**src/rtl/usb_pkg.sv**
```systemverilog
// Shared constants for the usb core endpoint logic: handshake codes,
// IN transmitter state encoding and the default packet size.
package usb_pkg;

    localparam logic [1:0] HS_ACK   = 2'b00;
    localparam logic [1:0] HS_NONE  = 2'b01;
    localparam logic [1:0] HS_NAK   = 2'b10;
    localparam logic [1:0] HS_STALL = 2'b11;

    localparam logic [2:0] ST_IDLE     = 3'd0;
    localparam logic [2:0] ST_READY    = 3'd1;
    localparam logic [2:0] ST_FETCH    = 3'd2;
    localparam logic [2:0] ST_SEND     = 3'd3;
    localparam logic [2:0] ST_WAIT_END = 3'd4;

    localparam int unsigned MAX_PKT_DEF = 64;

endpackage

```
**src/rtl/usb_edge_det.sv**
```systemverilog
// Single-bit rising-edge detector; a falling edge is obtained by feeding
// the inverted signal.
module usb_edge_det (
    input  logic i_clk,
    input  logic i_rst,
    input  logic i_sig,
    output logic o_rise
);

    logic r_prev;

    // remember last cycle's level
    always_ff @(posedge i_clk) begin
        if (i_rst) r_prev <= 1'b0;
        else       r_prev <= i_sig;
    end

    assign o_rise = i_sig & ~r_prev;

endmodule

```
**src/rtl/usb_in_ep_tx.sv**
```systemverilog
// IN endpoint transmitter: splits a pending transfer held in a byte store
// into MAX_PKT packets, handles DATA0/1 toggling, ZLPs and retransmission.
module usb_in_ep_tx
    import usb_pkg::*;
#(
    parameter int unsigned EP_NUM  = 0,
    parameter int unsigned MAX_PKT = MAX_PKT_DEF,
    parameter int unsigned LEN_W   = 8
) (
    input  logic             clk_48,
    input  logic             rst,
    input  logic             load,
    input  logic [LEN_W-1:0] load_len,
    input  logic             load_toggle,
    input  logic             load_zlp,
    input  logic             stall,
    output logic             busy,
    output logic             done,
    output logic [LEN_W-1:0] rd_addr,
    input  logic [7:0]       rd_data,
    input  logic [3:0]       endpoint,
    input  logic             direction_in,
    input  logic             setup,
    input  logic             transaction_active,
    input  logic             data_strobe,
    input  logic             success,
    output logic             data_toggle,
    output logic [1:0]       handshake,
    output logic [7:0]       data_in,
    output logic             data_in_valid
);

    localparam int unsigned EW = LEN_W + 8;
    localparam logic [EW-1:0] MAXP_EXT = EW'(MAX_PKT);

    logic [2:0]       r_state;
    logic [LEN_W-1:0] r_base;
    logic [LEN_W-1:0] r_remaining;
    logic [LEN_W-1:0] r_cnt;
    logic [LEN_W-1:0] r_rd_addr;
    logic             r_zlp_pend;
    logic             r_toggle;
    logic             r_busy;
    logic             r_done;
    logic             r_succ;

    logic             w_strobe_rise;
    logic             w_ta_rise;
    logic             w_ta_fall;
    logic             w_ta_n;
    logic [EW-1:0]    w_rem_ext;
    logic [LEN_W-1:0] w_pkt_len;
    logic             w_token_in;
    logic             w_setup_abort;
    logic             w_load_zlp;
    logic             w_sending;

    usb_edge_det u_strobe_det (
        .i_clk  (clk_48),
        .i_rst  (rst),
        .i_sig  (data_strobe),
        .o_rise (w_strobe_rise)
    );

    usb_edge_det u_ta_rise_det (
        .i_clk  (clk_48),
        .i_rst  (rst),
        .i_sig  (transaction_active),
        .o_rise (w_ta_rise)
    );

    assign w_ta_n = ~transaction_active;

    usb_edge_det u_ta_fall_det (
        .i_clk  (clk_48),
        .i_rst  (rst),
        .i_sig  (w_ta_n),
        .o_rise (w_ta_fall)
    );

    assign w_rem_ext     = EW'(r_remaining);
    assign w_pkt_len     = (w_rem_ext < MAXP_EXT) ? r_remaining : MAXP_EXT[LEN_W-1:0];
    assign w_token_in    = w_ta_rise && (endpoint == 4'(EP_NUM)) && direction_in && !setup;
    assign w_setup_abort = w_ta_rise && (endpoint == 4'(EP_NUM)) && setup;
    assign w_load_zlp    = load_zlp && (load_len != '0) && ((32'(load_len) % MAX_PKT) == 32'd0);

    // transfer/packet sequencing; SETUP abort beats everything, stall freezes the FSM
    always_ff @(posedge clk_48) begin
        if (rst) begin
            r_state     <= ST_IDLE;
            r_base      <= '0;
            r_remaining <= '0;
            r_cnt       <= '0;
            r_rd_addr   <= '0;
            r_zlp_pend  <= 1'b0;
            r_toggle    <= 1'b0;
            r_busy      <= 1'b0;
            r_done      <= 1'b0;
            r_succ      <= 1'b0;
        end else begin
            r_done <= 1'b0;
            if (w_setup_abort) begin
                r_state <= ST_IDLE;
                r_busy  <= 1'b0;
            end else if (!stall) begin
                if (success && (r_state != ST_IDLE) && (r_state != ST_READY))
                    r_succ <= 1'b1;
                case (r_state)
                    ST_IDLE: begin
                        if (load) begin
                            r_base      <= '0;
                            r_remaining <= load_len;
                            r_toggle    <= load_toggle;
                            r_zlp_pend  <= w_load_zlp;
                            r_busy      <= 1'b1;
                            r_state     <= ST_READY;
                        end
                    end
                    ST_READY: begin
                        if (w_token_in) begin
                            r_rd_addr <= r_base;
                            r_cnt     <= '0;
                            r_succ    <= 1'b0;
                            r_state   <= ST_FETCH;
                        end
                    end
                    ST_FETCH: begin
                        r_state <= w_ta_fall ? ST_READY : ST_SEND;
                    end
                    ST_SEND: begin
                        // a host that gives up mid-packet gets the same packet again
                        if (w_ta_fall) begin
                            r_state <= ST_READY;
                        end else if (w_pkt_len == '0) begin
                            r_state <= ST_WAIT_END;
                        end else if (w_strobe_rise) begin
                            r_rd_addr <= r_rd_addr + LEN_W'(1);
                            r_cnt     <= r_cnt + LEN_W'(1);
                            if ((r_cnt + LEN_W'(1)) == w_pkt_len)
                                r_state <= ST_WAIT_END;
                        end
                    end
                    ST_WAIT_END: begin
                        if (w_ta_fall) begin
                            if (r_succ || success) begin
                                r_base      <= r_base + w_pkt_len;
                                r_remaining <= r_remaining - w_pkt_len;
                                r_toggle    <= ~r_toggle;
                                if (r_remaining != w_pkt_len) begin
                                    r_state <= ST_READY;
                                end else if (r_zlp_pend) begin
                                    r_zlp_pend <= 1'b0;
                                    r_state    <= ST_READY;
                                end else begin
                                    r_done  <= 1'b1;
                                    r_busy  <= 1'b0;
                                    r_state <= ST_IDLE;
                                end
                            end else begin
                                r_state <= ST_READY;
                            end
                        end
                    end
                    default: r_state <= ST_IDLE;
                endcase
            end
        end
    end

    assign w_sending     = (r_state == ST_SEND) && (w_pkt_len != '0) && !stall;
    assign data_in_valid = w_sending;
    assign data_in       = w_sending ? rd_data : '0;
    assign handshake     = stall ? HS_STALL : ((r_state == ST_IDLE) ? HS_NAK : HS_ACK);
    assign busy          = r_busy;
    assign done          = r_done;
    assign rd_addr       = r_rd_addr;
    assign data_toggle   = r_toggle;

endmodule

```
**config.mk**
```make
export PLATFORM = sky130hd
export DESIGN_NAME = usb_in_ep_tx
export DESIGN_NICKNAME = d
export VERILOG_FILES = /design/src/rtl/usb_pkg.sv /design/src/rtl/usb_edge_det.sv /design/src/rtl/usb_in_ep_tx.sv
export SDC_FILE = /design/constraint.sdc
export NUM_CORES = 1
export LEC_CHECK = 0
export CAP_MARGIN = 20
export CORE_MARGIN = 2
export CORE_UTILIZATION = 55
export DETAILED_ROUTE_END_ITERATION = 10
export HOLD_SLACK_MARGIN = 0.05
export PLACE_DENSITY = 0.93
export SLEW_MARGIN = 20
export SYNTH_ARGS = -nofsm -noshare
export SYNTH_HDL_FRONTEND = slang
export SYNTH_SLANG_ARGS = --single-unit
```
**constraint.sdc**
```tcl
create_clock -name clk_48 -period 4.6 [get_ports clk_48]
set_input_delay 0.69 -clock clk_48 [delete_from_list [all_inputs] [get_ports clk_48]]
set_output_delay 0.69 -clock clk_48 [all_outputs]
set_load 0.005 [all_outputs]
```
# Yosys cells after proc, flatten, opt, wreduce, memory -nomap -nowiden
# Index checks and enable logic that the tools add are counted.
# classes
addsub	4
n_lt_le_gt_ge	1
n_eq_ne	18
n_mux	53
bitwise	13
n_reduce_logical	30
# ops
cell	n
$mux 8	16
$pmux 8 s2	4
$logic_not 32->1	1
$mux 3	8
$reduce_and 7->1	3
$mux 1	18
$add 8x1->8 const B	2
$ne 2x2->1 const B	8
$reduce_bool 8->1	2
$pmux 3 s5	1
$reduce_and 6->1	2
$logic_and 1x1->1	10
$not 1->1	10
$add 8x8->8	1
$eq 8x8->1	1
$logic_not 8->1	1
$lt 8x7->1 const B	1
$ne 8x8->1	1
$sub 8x8->8	1
$reduce_or 7->1	1
$eq 3x2->1 const B	2
$mux 2	3
$pmux 1 s2	3
$logic_not 4->1	1
14 further kinds	18
# totals
ff_bits	43
in_bits	31
out_inout_bits	22
elab_cells	132

# Longest topological paths before layout
# Gate-level depths: netlist (run 1).
# depth
depth_word	8
depth_mapped	12
mapped_depth_nobuf	11

# By module
# Synthesis (run 1) repeated with hierarchy kept, for this count alone.
# hier_totals
cells_unflattened	374
area_unflattened_um2	3094.2
# by_module_without_submodules
module	instances	cells_each	area_per_inst_um2	seq_area_each_um2
usb_in_ep_tx	1	365	2951.6	800.8
usb_edge_det	3	3	47.5	20.0

# Least setup slack after synthesis (run 1)
# No wires, ideal clock.
# synth_timing
kind	input port to flip-flop
start	in endpoint[1]
end	reg r_cnt[4]
setup_time_ns	0.128
arrival_ns	2.980
t_required_ns	4.472
setup_slack_ns	1.492
stages	8
n_path_buf	1
path_cell_list	or4b_1 -> or4_1 -> or3_4 -> a2111oi_2 -> buf_4 -> o21ai_1 -> a22oi_1 -> nor2_1
# synth_via
elab_chain_len	6
elab_cells_between_ends	8
classes_between	1 x eq/ne; 1 x bitwise; 6 x reduce/logical
# synth_rtl
item	line	rtl
start: declaration	usb_in_ep_tx.sv:21	input logic [3:0] endpoint,
$logic_not 4->1 *	usb_in_ep_tx.sv:83, usb_in_ep_tx.sv:84	
$logic_and 1x1->1 *	usb_in_ep_tx.sv:83, usb_in_ep_tx.sv:84	
$logic_and 1x1->1 (2 in a row)	usb_in_ep_tx.sv:83	assign w_token_in = w_ta_rise && (endpoint == 4'(EP_NUM)) && direction_in && !setup;
$ne 2x2->1 (no line)	--	
$reduce_and 7->1 (no line) *	--	
end signal: assignment	usb_in_ep_tx.sv:138	r_cnt <= r_cnt + LEN_W'(1);
end: declaration	usb_in_ep_tx.sv:39	logic [LEN_W-1:0] r_cnt;
# Every way passes the cells marked *; elsewhere a longest branch is shown, timed or not.
# A chain may end at the register's enable or synchronous reset.

# Final worst setup path (run 1)
# layout_timing
start	reg r_remaining[6]
end	out data_in[5]
# layout_via
elab_chain_len	6
# layout_rtl
item	line	rtl
start: declaration	usb_in_ep_tx.sv:38	logic [LEN_W-1:0] r_remaining;
start signal: assignment	usb_in_ep_tx.sv:112	r_remaining <= load_len;
start signal: assignment	usb_in_ep_tx.sv:147	r_remaining <= r_remaining - w_pkt_len;
$lt 8x7->1	usb_in_ep_tx.sv:82	assign w_pkt_len = (w_rem_ext < MAXP_EXT) ? r_remaining : MAXP_EXT[LEN_W-1:0];
$mux 8 *	usb_in_ep_tx.sv:82	
$reduce_bool 8->1 *	usb_in_ep_tx.sv:170	assign w_sending = (r_state == ST_SEND) && (w_pkt_len != '0) && !stall;
$logic_and 1x1->1 * (2 in a row)	usb_in_ep_tx.sv:170	
$mux 8 *	usb_in_ep_tx.sv:172	assign data_in = w_sending ? rd_data : '0;
end: declaration	usb_in_ep_tx.sv:29	output logic [7:0] data_in,
# Marked as above.

==> results.py, run 1 <==
metrics = {
    "status": {
        "outcome": "finished, final reports clean",
    },
    "cts": {
        "htree_levels": 2,
        "postCtsSetupBuffers": 0,
        "cts-buffers-inserted": 5,
        "cts_tree": "done",
        "cts_num_sinks": 43,
        "cts_resizes": 0,
        "ctsLongestPathBuffers": 2,
        "clkSlewWorstSetupHoldPaths_ps": 80,
        "postCtsHoldBufs": 0,
        "clock_latency_ps": 300,
        "cts_root_buf": "clkbuf_8",
    },
    "finish": {
        "synthToLayoutAreaGrowth_pct": 22.44,
        "mostFrequentLayoutCells": "clkdlybuf4s50_1, nor2_1, dfxtp_1",
        "antenna-diode-count": 0,
        "layout-drive-gt1-share_pct": 5.072,
        "num-nets-final": 455,
        "most_common_cell_after_layout_fill_and_taps_aside": "clkdlybuf4s50_1",
        "postLayoutCoreUtil_pct": 70.86,
    },
    "floorplanning": {
        "core.rowCount": 25,
        "die_width_um": 75.20,
        "core_area_sq_mm": 0.004817,
        "starting_density_of_the_core_pct": 57.87,
        "num_io_pins": 53,
        "die_height_um": 75.20,
        "dieArea_sq_mm": 0.005654,
    },
    "drt": {
        "route.vias.total": 2855,
        "remaining_drc_errors": 0,
        "dr.pass1.iters": 4,
        "routed_wirelength_um": 7261,
        "count_of_routing_violations_after_the_opening_detailed_route_iteration": 216,
        "route.detailed.vias_per_inst": 5.936,
        "antenna_left": 0,
        "drt-wirelength-per-cell_um": 15.10,
    },
    "yosys": {
        "postSynth.topFlopCell": "dfxtp_1",
        "yosysTopAreaCellShare_pct": 30.88,
        "synth_area_per_cell_sq_um": 7.534,
        "ys_warns": 0,
        "post_synth_main_area_contributors": "dfxtp_1, a21oi_1, nor2_1, nand2_1, ha_1",
        "netlist-cell-type-count": 57,
        "mappedNetlistNets": 412,
        "synth-edff-count": 0,
        "async_flop_share_pct": 0,
        "syn_inst": 370,
        "synthDominantAreaCellType": "dfxtp_1",
        "synthesis.area_sq_mm": 0.002788,
        "synthesis_stage_register_bit_count": 43,
        "synth_sequential_area_ratio_pct": 30.88,
    },
    "place": {
        "gp_congestion": 0.9183,
        "place_hpwl_um": 5154,
        "placement.io_buffers": 52,
    },
    "power_and_ir_drop": {
        "leakage_nw": 1.242,
        "max-vdd-ir-drop_mv": 0.1925,
        "powerDensity_mw_per_mm2": 227.7,
    },
    "timing": {
        "slew-limit-headroom_pct": 37.87,
        "hold_viol": 0,
        "worst-slew-pin-transition_ps": 929.8,
        "number_of_max_slew_violations_in_the_final_report": 0,
        "timing.final.setup_violations": 0,
        "setup-tns-final_ps": 0,
        "finalCritPeriodShare_pct": 77.63,
        "layout_min_cycle_time_ps": 3571,
        "skew_ps": 5.378,
        "max_freq_mhz": 280.0,
        "rsz0062_at_grt": "false",
    },
    "grt": {
        "largest_net_degree_at_the_start_of_global_routing": 41,
        "grt.overflow.total": 0,
        "number_of_antenna_violations_at_the_first_check_in_global_routing": 0,
        "global_route.usage.total_pct": 27.19,
        "grt_pass1_wl_um": 11970,
        "first_global_vias": 2695,
    },
    "critical_path": {
        "crit_type": "reg2out",
        "cp_max_fo": 12,
        "cp.required_ps": 3910,
        "cp-end-kind": "primary output",
        "worstPathArrival_ps": 2880,
        "crit_path_start_kind": "register",
    },
    "run": {
        "maxCapViolations": 0,
    },
    "worst_hold_path": {
        "min-delay-path-class": "reg2reg",
    },
}
-- kinds of logic after synthesis --
kind of cell | synth area share, %
AOI/OAI and AO/OA | 22.49
xor gates and xnor gates | 4.892
adders and majority gates | 5.566
buffers and inverters | 4.039
DFF | 30.88
muxes | 1.077
other | 0.1345
and+or+nand+nor | 30.92
-- flip-flops by register name, indices dropped and copies added (netlist names) --
name	flops
r_zlp_pend	1
busy	1
r_base	8
rd_addr	8
u_strobe_det.r_prev	1
r_succ	1
r_state	3
done	1
data_toggle	1
r_cnt	8
u_ta_rise_det.r_prev	1
r_remaining	8
u_ta_fall_det.r_prev	1
-- final timing paths --
check	startpoint	to	slack [ps]	cells after the start
worst max register to register	u_ta_rise_det.r_prev	r_cnt[2]	1630	7
worst min register to register	busy	busy	480	2
worst min-delay path	busy	busy	480	2
worst max-delay path	r_remaining[6]	data_in[5]	1030	6
-- cells in the mapped netlist, drive strengths merged (5+ instances only) --
master / count
nand3: 19
o21ai: 21
nor2b: 6
a22oi: 10
dfxtp: 43
a21oi: 41
inv: 5
clkbuf: 15
ha: 10
xnor2: 9
nand2: 36
nor3: 11
a211oi: 6
or2: 5
and3: 8
nor2: 46
buf: 5
and2: 18
-- metal layers --
metal | GRT usage, % | wire length (um) | vias up | part of all wire [%]
met2 | 47.95 | 3511 | 117 | 48
met5 | 0 | 0 | - | 0
met3 | 5.890 | 572 | 14 | 7.9
li1 | - | - | 1413 | -
met4 | 9.552 | 116 | 0 | 1.6
met1 | 32.64 | 3060 | 1311 | 42
-- final cells by class --
| type | count | area, sq um |
|---|---|---|
| well taps | 67 | 83.83 |
| repair buffers | 56 | 550.5 |
| flip-flops and latches | 43 | 860.8 |
| inverters | 6 | 22.52 |
| multi-input cells | 301 | 1814 |
| fillers | 400 | 1404 |
| clock inverters | 1 | 5.005 |
| clock buffers | 7 | 76.32 |
-- power breakdown --
part | switching [mW] | internal (mW)
sequential | 0.0134 | 0.382
clock | 0.133 | 0.107
combinational | 0.0739 | 0.0681
-- per-stage QoR --
| step | hold slack, ps | power [mW] | cell area [sq um] | setup slack [ps] | cells |
|---|---|---|---|---|---|
| after floorplan | 449.4 | 0.4871 | 2788 | 1492 | 370 |
| after global routing | 494.3 | 0.8113 | 3413 | 790.5 | 481 |
| after CTS | 482.3 | 0.7719 | 3413 | 1055 | 481 |
| after global placement | 456.4 | 0.5380 | 3332 | 860.8 | 473 |
| after detailed placement | 469.3 | 0.5438 | 3332 | 806.0 | 473 |
| final | 479.0 | 0.7770 | 3413 | 1029 | 481 |
-- worst max-delay path, cell delays in order (launching register included) --
cell             delay [ps]
dfxtp_1                 360
nor2_1                  510
clkinv_1                460
o21ai_1                 410
nor2_1                  190
and2_1                  200
clkdlybuf4s50_1         450
Note: power is estimated with default switching activity, not from simulation.
==> run 2: changes to the inputs <==
--- a/config.mk
+++ b/config.mk
@@ -7,10 +7,10 @@
 export LEC_CHECK = 0
 export CAP_MARGIN = 20
 export CORE_MARGIN = 2
-export CORE_UTILIZATION = 55
+export CORE_UTILIZATION = 47
 export DETAILED_ROUTE_END_ITERATION = 10
 export HOLD_SLACK_MARGIN = 0.05
-export PLACE_DENSITY = 0.93
+export PLACE_DENSITY = 0.85
 export SLEW_MARGIN = 20
 export SYNTH_ARGS = -nofsm -noshare
 export SYNTH_HDL_FRONTEND = slang
==> constraint.sdc (replaced) <==
create_clock -name clk_48 -period 3.2 [get_ports clk_48]
set_input_delay 0.48 -clock clk_48 [delete_from_list [all_inputs] [get_ports clk_48]]
set_output_delay 0.48 -clock clk_48 [all_outputs]
set_load 0.005 [all_outputs]
==> run 2 against run 1 <==
Non-clock buffer count grew 14; largest power group unchanged; register-to-register slack lost 1300 ps; sequential share of layout area shrank 0.93 points; worst hold slack gained 3.3 ps; clock-buffer cell count is the same.
==> results.py, run 2 (synthesized netlist as in run 1, its figures left out) <==
metrics = {
    "status": {
        "outcome": "finished, final reports clean",
    },
    "power_and_ir_drop": {
        "powerDensity_mw_per_mm2": 316.9,
        "leakage_nw": 1.312,
        "max-vdd-ir-drop_mv": 0.1993,
    },
    "floorplanning": {
        "core.rowCount": 28,
        "num_io_pins": 53,
        "core_area_sq_mm": 0.005816,
        "die_height_um": 81.02,
        "dieArea_sq_mm": 0.006563,
        "die_width_um": 81.02,
        "starting_density_of_the_core_pct": 47.93,
    },
    "critical_path": {
        "worst-r2r-setup-slack_ps": 370,
        "cp_max_fo": 16,
        "crit_path_start_kind": "input pin",
        "cp.required_ps": 3420,
        "worstPathArrival_ps": 3360,
        "cp-end-kind": "register",
        "crit_type": "in2reg",
    },
    "drt": {
        "antenna_left": 0,
        "count_of_routing_violations_after_the_opening_detailed_route_iteration": 198,
        "dr.pass1.iters": 5,
        "drt-wirelength-per-cell_um": 14.98,
        "routed_wirelength_um": 7534,
        "route.detailed.vias_per_inst": 5.831,
        "route.vias.total": 2933,
        "remaining_drc_errors": 0,
    },
    "timing": {
        "number_of_max_slew_violations_in_the_final_report": 0,
        "timing.final.setup_violations": 0,
        "hold_viol": 0,
        "finalCritPeriodShare_pct": 98.01,
        "whs_ps": 482.3,
        "max_freq_mhz": 318.9,
        "worst-slew-pin-transition_ps": 630.2,
        "layout_min_cycle_time_ps": 3136,
        "slew-limit-headroom_pct": 57.85,
        "skew_ps": 6.493,
    },
    "finish": {
        "antenna-diode-count": 0,
        "mostFrequentLayoutCells": "clkdlybuf4s50_1, nor2_1, dfxtp_1",
        "synthToLayoutAreaGrowth_pct": 27.15,
        "num-nets-final": 469,
        "postLayoutCoreUtil_pct": 60.95,
        "final_cell_count_no_fill": 503,
        "layout.filler_cells": 527,
        "most_common_cell_after_layout_fill_and_taps_aside": "clkdlybuf4s50_1",
        "layout-drive-gt1-share_pct": 8.411,
    },
    "cts": {
        "cts-buffers-inserted": 5,
        "ctsLongestPathBuffers": 2,
        "cts_num_sinks": 43,
        "cts_tree": "done",
        "clock_latency_ps": 300,
        "clkSlewWorstSetupHoldPaths_ps": 80,
        "postCtsHoldBufs": 0,
        "cts_root_buf": "clkbuf_8",
        "htree_levels": 2,
    },
    "place": {
        "place_hpwl_um": 5488,
        "placement.io_buffers": 52,
        "numPlacedInstances": 493,
        "gp_congestion": 0.8546,
    },
    "grt": {
        "grt.overflow.total": 0,
        "global_route.usage.total_pct": 23.84,
        "first_global_vias": 2680,
        "number_of_antenna_violations_at_the_first_check_in_global_routing": 0,
        "largest_net_degree_at_the_start_of_global_routing": 27,
        "grt_pass1_wl_um": 12300,
    },
    "run": {
        "maxCapViolations": 0,
    },
    "worst_hold_path": {
        "min-delay-path-class": "reg2reg",
    },
}
==> run 2: cell count changes in the layout (fill, tap and decap cells not counted) <==
cell       change
buf_2          +1
buf_4         +12
a2111oi_2      -1
a2111oi_4      +1
nor2_1         -1
buf_6          +1
nor2_2         +1
==> run 2: final timing paths <==
check,depth (start not counted),start,to
worst max register to register,8,u_ta_rise_det.r_prev,r_cnt[5]
worst max-delay path,9,transaction_active,r_cnt[5]
worst min register to register,2,busy,busy
worst min-delay path,2,busy,busy
==> run 2: metrics by stage <==
step	total power, mW	setup WS, ps	setup TNS [ps]	instance area (sq um)
after floorplan	0.7002	302.3	0	2788
after global placement	0.7888	-143.8	-1632	3432
after detailed placement	0.7933	-234.1	-2538	3432
after CTS	1.126	42.68	0	3513
after global routing	1.183	-10.86	-19.13	3545
final	1.123	63.72	0	3545
==> run 2: what timing repair did <==
action,CTS,global route
setup buffers,0,1
endpoints found under the setup margin,0,14
endpoints found under the hold margin,0,0
gates resized for setup,0,4
==> run 2: critical path, cell delays in order <==
cell             delay, ps
clkdlybuf4s50_1        490
or4b_1                 460
or4_1                  530
or3_4                  430
a2111o_1               430
buf_6                  160
nor2_4                 130
nand3b_1                90
a21oi_1                140
==> run 2: cell type report <==
type | instances | area [sq um] | area share, %
Timing Repair Buffer | 70 | 656.9 | 18.53
Clock buffer | 7 | 76.32 | 2.153
Inverter | 6 | 22.52 | 0.6354
Sequential cell | 43 | 860.8 | 24.29
Clock inverter | 1 | 5.005 | 0.1412
Tap cell | 75 | 93.84 | 2.647
Multi-Input combinational cell | 301 | 1829 | 51.61
==> run 2: routing by layer <==
metal / up-vias / share of wire, % / GRT usage [%]
met3: 16 / 7.8 / 5.444
li1: 1436 / - / -
met2: 120 / 48 / 41.07
met4: 0 / 1.5 / 8.475
met5: - / 0 / 0
met1: 1361 / 42 / 29.09
==> run 2: where the power goes <==
group          switching (mW)  total, mW  internal [mW]  leakage (nW)
combinational           0.111      0.219          0.109         0.921
clock                   0.185      0.338          0.153        0.0422
sequential             0.0166      0.566          0.549         0.349
==> run 3: changes to the inputs <==
--- a/config.mk
+++ b/config.mk
@@ -7,10 +7,11 @@
 export LEC_CHECK = 0
 export CAP_MARGIN = 20
 export CORE_MARGIN = 2
-export CORE_UTILIZATION = 47
+export CORE_UTILIZATION = 55
 export DETAILED_ROUTE_END_ITERATION = 10
+export DONT_BUFFER_PORTS = 1
 export HOLD_SLACK_MARGIN = 0.05
-export PLACE_DENSITY = 0.85
+export PLACE_DENSITY = 0.82
 export SLEW_MARGIN = 20
 export SYNTH_ARGS = -nofsm -noshare
 export SYNTH_HDL_FRONTEND = slang
==> run 3 against run 2 <==
Utilization increased by 0.66 points; clock power increased by 36%; non-clock buffer count decreased by 62; worst hold slack got worse by 240 ps; fmax increased by 7.9%; critical path depth decreased by 2; sequential power about the same; global-route usage increased by 1.3 points; largest power group unchanged; first-iteration DRC count decreased by 27%.
==> results.py, run 3 (synthesized netlist as in run 1, its figures left out) <==
metrics = {
    "critical_path": {
        "worstPathArrival_ps": 3150,
        "crit_path_start_kind": "register",
        "cp_max_fo": 16,
        "cp-end-kind": "register",
        "crit_type": "reg2reg",
        "cp.required_ps": 3440,
    },
    "cts": {
        "postCtsHoldBufs": 0,
        "clock_latency_ps": 310,
        "cts-buffers-inserted": 5,
        "cts_root_buf": "clkbuf_8",
        "postCtsSetupBuffers": 0,
        "cts_num_sinks": 43,
        "ctsLongestPathBuffers": 2,
        "cts_tree": "done",
        "cts_resizes": 0,
        "htree_levels": 2,
        "clkSlewWorstSetupHoldPaths_ps": 80,
    },
    "timing": {
        "timing.final.setup_violations": 0,
        "layout_setup_ws_ps": 292.1,
        "finalCritPeriodShare_pct": 90.87,
        "max_freq_mhz": 343.9,
        "setup-tns-final_ps": 0,
        "worst-slew-pin-transition_ps": 524.2,
        "hold_viol": 0,
        "rsz0062_at_grt": "false",
        "skew_ps": 8.483,
        "number_of_max_slew_violations_in_the_final_report": 0,
        "layout_min_cycle_time_ps": 2908,
        "slew-limit-headroom_pct": 65.05,
    },
    "power_and_ir_drop": {
        "pwr-share-clk_pct": 38.9,
        "seqPwrFrac_pct": 47.8,
        "p_int_uw": 874.1,
        "max-vdd-ir-drop_mv": 0.2751,
        "power.switching_uw": 311.5,
        "combPwrFrac_pct": 13.3,
        "report.power.total_mw": 1.186,
        "sw_frac_of_total_pct": 26.28,
        "powerDensity_mw_per_mm2": 399.5,
        "leakage_nw": 1.088,
    },
    "drt": {
        "remaining_drc_errors": 0,
        "antenna_left": 0,
        "count_of_routing_violations_after_the_opening_detailed_route_iteration": 144,
        "route.vias.total": 2647,
        "routed_wirelength_um": 6568,
        "route.detailed.vias_per_inst": 6.113,
        "dr.pass1.iters": 4,
        "drt-wirelength-per-cell_um": 15.17,
    },
    "finish": {
        "layout-drive-gt1-share_pct": 7.650,
        "synthToLayoutAreaGrowth_pct": 6.463,
        "mostFrequentLayoutCells": "nor2_1, dfxtp_1, a21oi_1",
        "antenna-diode-count": 0,
        "num-nets-final": 407,
        "most_common_cell_after_layout_fill_and_taps_aside": "nor2_1",
        "layout.filler_cells": 448,
        "final_cell_count_no_fill": 433,
        "postLayoutCoreUtil_pct": 61.61,
    },
    "grt": {
        "global_route_layer_with_the_greatest_usage": "met2",
        "global_route.usage.total_pct": 25.17,
        "grt_use_met2_pct": 44.05,
        "largest_net_degree_at_the_start_of_global_routing": 42,
        "met1_usage_pct": 30.79,
        "grt_pass1_wl_um": 11030,
        "number_of_antenna_violations_at_the_first_check_in_global_routing": 0,
        "grt_util_met3_pct": 5.221,
        "first_global_vias": 2478,
        "grt.overflow.total": 0,
    },
    "worst_hold_path": {
        "min-delay-path-class": "in2reg",
    },
    "run": {
        "maxCapViolations": 0,
    },
    "floorplanning": {
        "core_area_sq_mm": 0.004817,
        "num_io_pins": 53,
        "core.rowCount": 25,
        "starting_density_of_the_core_pct": 57.87,
        "die_height_um": 75.20,
        "dieArea_sq_mm": 0.005654,
        "die_width_um": 75.20,
    },
    "place": {
        "gp_congestion": 0.8923,
        "placement.io_buffers": 0,
        "place_ws_ps": 114.5,
        "numPlacedInstances": 425,
        "place_hpwl_um": 4726,
    },
    "status": {
        "outcome": "finished, final reports clean",
    },
}
[run 3: path summary, 6_finish.rpt]
kind,from,endpoint,slack (ps),cells after the start
setup / recovery,u_ta_rise_det.r_prev,r_cnt[5],290,7
setup reg to reg,u_ta_rise_det.r_prev,r_cnt[5],290,7
hold / removal,transaction_active,u_ta_fall_det.r_prev,240,1
hold reg to reg,r_base[3],r_base[3],470,2
[run 3: power groups by stage]
| stage | sequential (mW) | combinational [mW] | clock, mW |
|---|---|---|---|
| 6_report | 0.567 | 0.158 | 0.461 |
| 5_1_grt | 0.569 | 0.179 | 0.484 |
| 4_1_cts | 0.566 | 0.158 | 0.465 |
| 3_5_place_dp | 0.579 | 0.157 | 0 |
| 3_3_place_gp | 0.578 | 0.151 | 0 |
| 2_1_floorplan | 0.573 | 0.128 | 0 |
[run 3: area by class of cell]
cell class	instances	area [sq um]	area share, %
multi-input cells	301	1819	61.30
flip-flops and latches	43	860.8	29.01
well taps	67	83.83	2.825
clock buffers	6	82.58	2.782
repair buffers	8	60.06	2.024
clock inverters	2	38.79	1.307
inverters	6	22.52	0.7589
[run 3: worst max-delay path: stages, from the launching register on]
cell	delay, ps
dfxtp_1	300
or4b_1	530
or4_1	520
or3_4	400
a2111o_1	650
nor2_4	220
nand3b_1	90
a21oi_1	140
[run 3: through the flow]
step           hold WS [ps]  cell area, sq um
5_1_grt               221.1              2968
3_3_place_gp          455.0              2846
6_report              238.3              2968
4_1_cts               226.0              2968
3_5_place_dp          462.8              2846
2_1_floorplan         449.4              2788
[run 3: per-layer routing]
layer  vias to the layer above  part of all wire, %  wire length (um)
li1                       1307                    -                 -
met1                      1232                   43              2813
met2                        99                   49              3203
met3                         9                  6.8               444
met4                         0                  1.6               107
met5                         -                    0                 0
==> edit, RTL diff (flow settings as in run 2) <==
Reset style: asynchronous (`i_rst` and `rst`), changed in 2 clocked blocks.
--- a/src/rtl/usb_edge_det.sv
+++ b/src/rtl/usb_edge_det.sv
@@ -10,7 +10,7 @@
     logic r_prev;
 
     // remember last cycle's level
-    always_ff @(posedge i_clk) begin
+    always_ff @(posedge i_clk or posedge i_rst) begin
         if (i_rst) r_prev <= 1'b0;
         else       r_prev <= i_sig;
     end
--- a/src/rtl/usb_in_ep_tx.sv
+++ b/src/rtl/usb_in_ep_tx.sv
@@ -85,7 +85,7 @@
     assign w_load_zlp    = load_zlp && (load_len != '0) && ((32'(load_len) % MAX_PKT) == 32'd0);
 
     // transfer/packet sequencing; SETUP abort beats everything, stall freezes the FSM
-    always_ff @(posedge clk_48) begin
+    always_ff @(posedge clk_48 or posedge rst) begin
         if (rst) begin
             r_state     <= ST_IDLE;
             r_base      <= '0;
Check against the original RTL: differs if rst is asserted again (counterexample within 4 cycles, from zero or initial values and one cycle with rst high); with rst held inactive, the same outputs for 4 cycles.
==> edit against run 2 <==
Sequential cell count did not move; worst setup slack better by 0.17 ns; clock skew decreased by 0.0015 ns; wire length fell by 9.2%; area after synthesis grew 4.3%; design area increased by 1.4%; critical path depth down 3; largest cell class unchanged.
Power is not compared: it rests on default switching activity, and its combinational part moved more than twofold at a synthesized area within 25%.
==> edit: results (changes against run 2) <==
qor: outcome.status finished clean
qor: drt.first_iter_violations 234 [+18%]
qor: placed_design.cells_after_dpl 458 [-7.1%]
qor: logic_synthesis.syn_area_per_cell 8.50 um^2 [+13%]
qor: placed_design.routabilityCongestion 0.852 [-0.27%]
qor: power_and_ir_drop.internal_power_contribution 1.29 mW
qor: power_and_ir_drop.total_power 2.15 mW
qor: logic_synthesis.seq_total_area_yosys 37.0% [+6.1 points]
qor: drt.via_per_inst 5.86 [+0.55%]
qor: worst_setup_path.timing.critical_path.arrival 2.48 ns [-0.88 ns]
qor: timing.skew 0.00503 ns [-0.00146 ns]
qor: grt.grtUsageTotal 21.6% [-2.2 points]
qor: worst_setup_path.cpMaxStageDelayCell sky130_fd_sc_hd__nor3_1
qor: drt.vias 2738 [-6.6%]
qor: timing.fin_hold_ws 0.493 ns [+0.0109 ns]
qor: logic_synthesis.synth_compound_area_share 22.4% [-0.068 points]
qor: logic_synthesis.yosys-mux-area-fraction 1.76% [+0.69 points]
qor: worst_setup_path.max_stage_delay 0.59 ns [+0.06 ns]
qor: placed_design.placedInstanceArea 3490 um^2 [+1.7%]
qor: drt.detail_route.wirelength 6840 um [-9.2%]
qor: logic_synthesis.ranking_of_synthesized_cells_by_instance_count 43 x sky130_fd_sc_hd__dfrtp_1, 33 x sky130_fd_sc_hd__o21ai_0, 31 x sky130_fd_sc_hd__nand2_1
qor: worst_setup_path.path_max_fanout 9 [-7]
qor: worst_setup_path.r2r-start r_cnt[0]
qor: power_and_ir_drop.max_vdd_drop 0.330 mV
qor: worst_setup_path.setup_slack_reg_to_reg 0.62 ns [+0.25 ns]
qor: finish.finish.net_count 433 [-7.7%]
qor: min_path.timing.hold.worst.class input pin to async pin
qor: finish.layout_cells_sized_above_1 6.63% [-1.8 points]
qor: placed_design.hpwlAfterDp 5190 um [-5.5%]
qor: logic_synthesis.async_flop_share 100% [+100 points]
qor: worst_setup_path.timing.rr.end r_state[0]
qor: logic_synthesis.synth_xor_xnor_area_share 4.09% [-0.80 points]
qor: grt.grt_max_degree 26 [-3.7%]
qor: logic_synthesis.postSynthNetCount 384 [-6.8%]
qor: logic_synthesis.post_synth_fa_ha_maj_area_fraction 4.99% [-0.57 points]
qor: worst_setup_path.critical_path.top_delay_family simple AND/OR/NAND/NOR gates
qor: placed_design.pre_cts_slack 0.393 ns [+0.627 ns]
qor: logic_synthesis.netlist_top_cells_area sky130_fd_sc_hd__dfrtp_1 37%, sky130_fd_sc_hd__o21ai_0 5.7%, sky130_fd_sc_hd__ha_1 4.3%
==> edit: cell families (layout without fill, tap and decap cells) <==
| kind of cell | count (synthesis) | count (layout) |
|---|---|---|
| multiplexers | 5 | 5 |
| other | 1 | 1 |
| AND/OR/NAND/NOR | 140 | 140 |
| AO/OA/AOI/OAI | 100 | 100 |
| flip-flops | 43 | 43 |
| adder cells (fa/ha/maj) | 11 | 11 |
| buffers and inverters | 30 | 80 |
| XOR/XNOR | 12 | 12 |
==> edit: area by class of cell <==
cell class	count	area [um^2]
fillers	524	2360
multi-input cells	269	1700
flip-flops and latches	43	1080
repair buffers	62	603
well taps	75	93.8
clock buffers	6	72.6
inverters	10	37.5
clock inverters	2	12.5
==> edit: worst max path at each step <==
stage | from | endpoint | slack [ns] | depth (start not counted)
detailed placement | endpoint[1] | r_remaining[7] | 0.39 | 8
global placement | endpoint[1] | r_remaining[7] | 0.42 | 8
global route | r_remaining[1] | data_in[5] | 0.04 | 6
finish | r_remaining[1] | data_in[4] | 0.24 | 6
floorplan | r_remaining[7] | r_base[5] | 0.86 | 11
CTS | r_remaining[6] | data_in[4] | 0.17 | 6
==> edit: metal layers <==
| layer | GRT usage, % | part of all wire, % | wire, um |
|---|---|---|---|
| met1 | 30.0 | 46 | 3140 |
| met5 | 0 | 0 | 0 |
| met3 | 3.70 | 5.3 | 360 |
| met2 | 34.7 | 47 | 3230 |
| met4 | 6.56 | 1.6 | 112 |
==> edit: repair_timing <==
action                     in CTS  in global routing
buffers inserted                0                  0
gates resized for setup         0                  1
setup endpoints to repair       0                  7
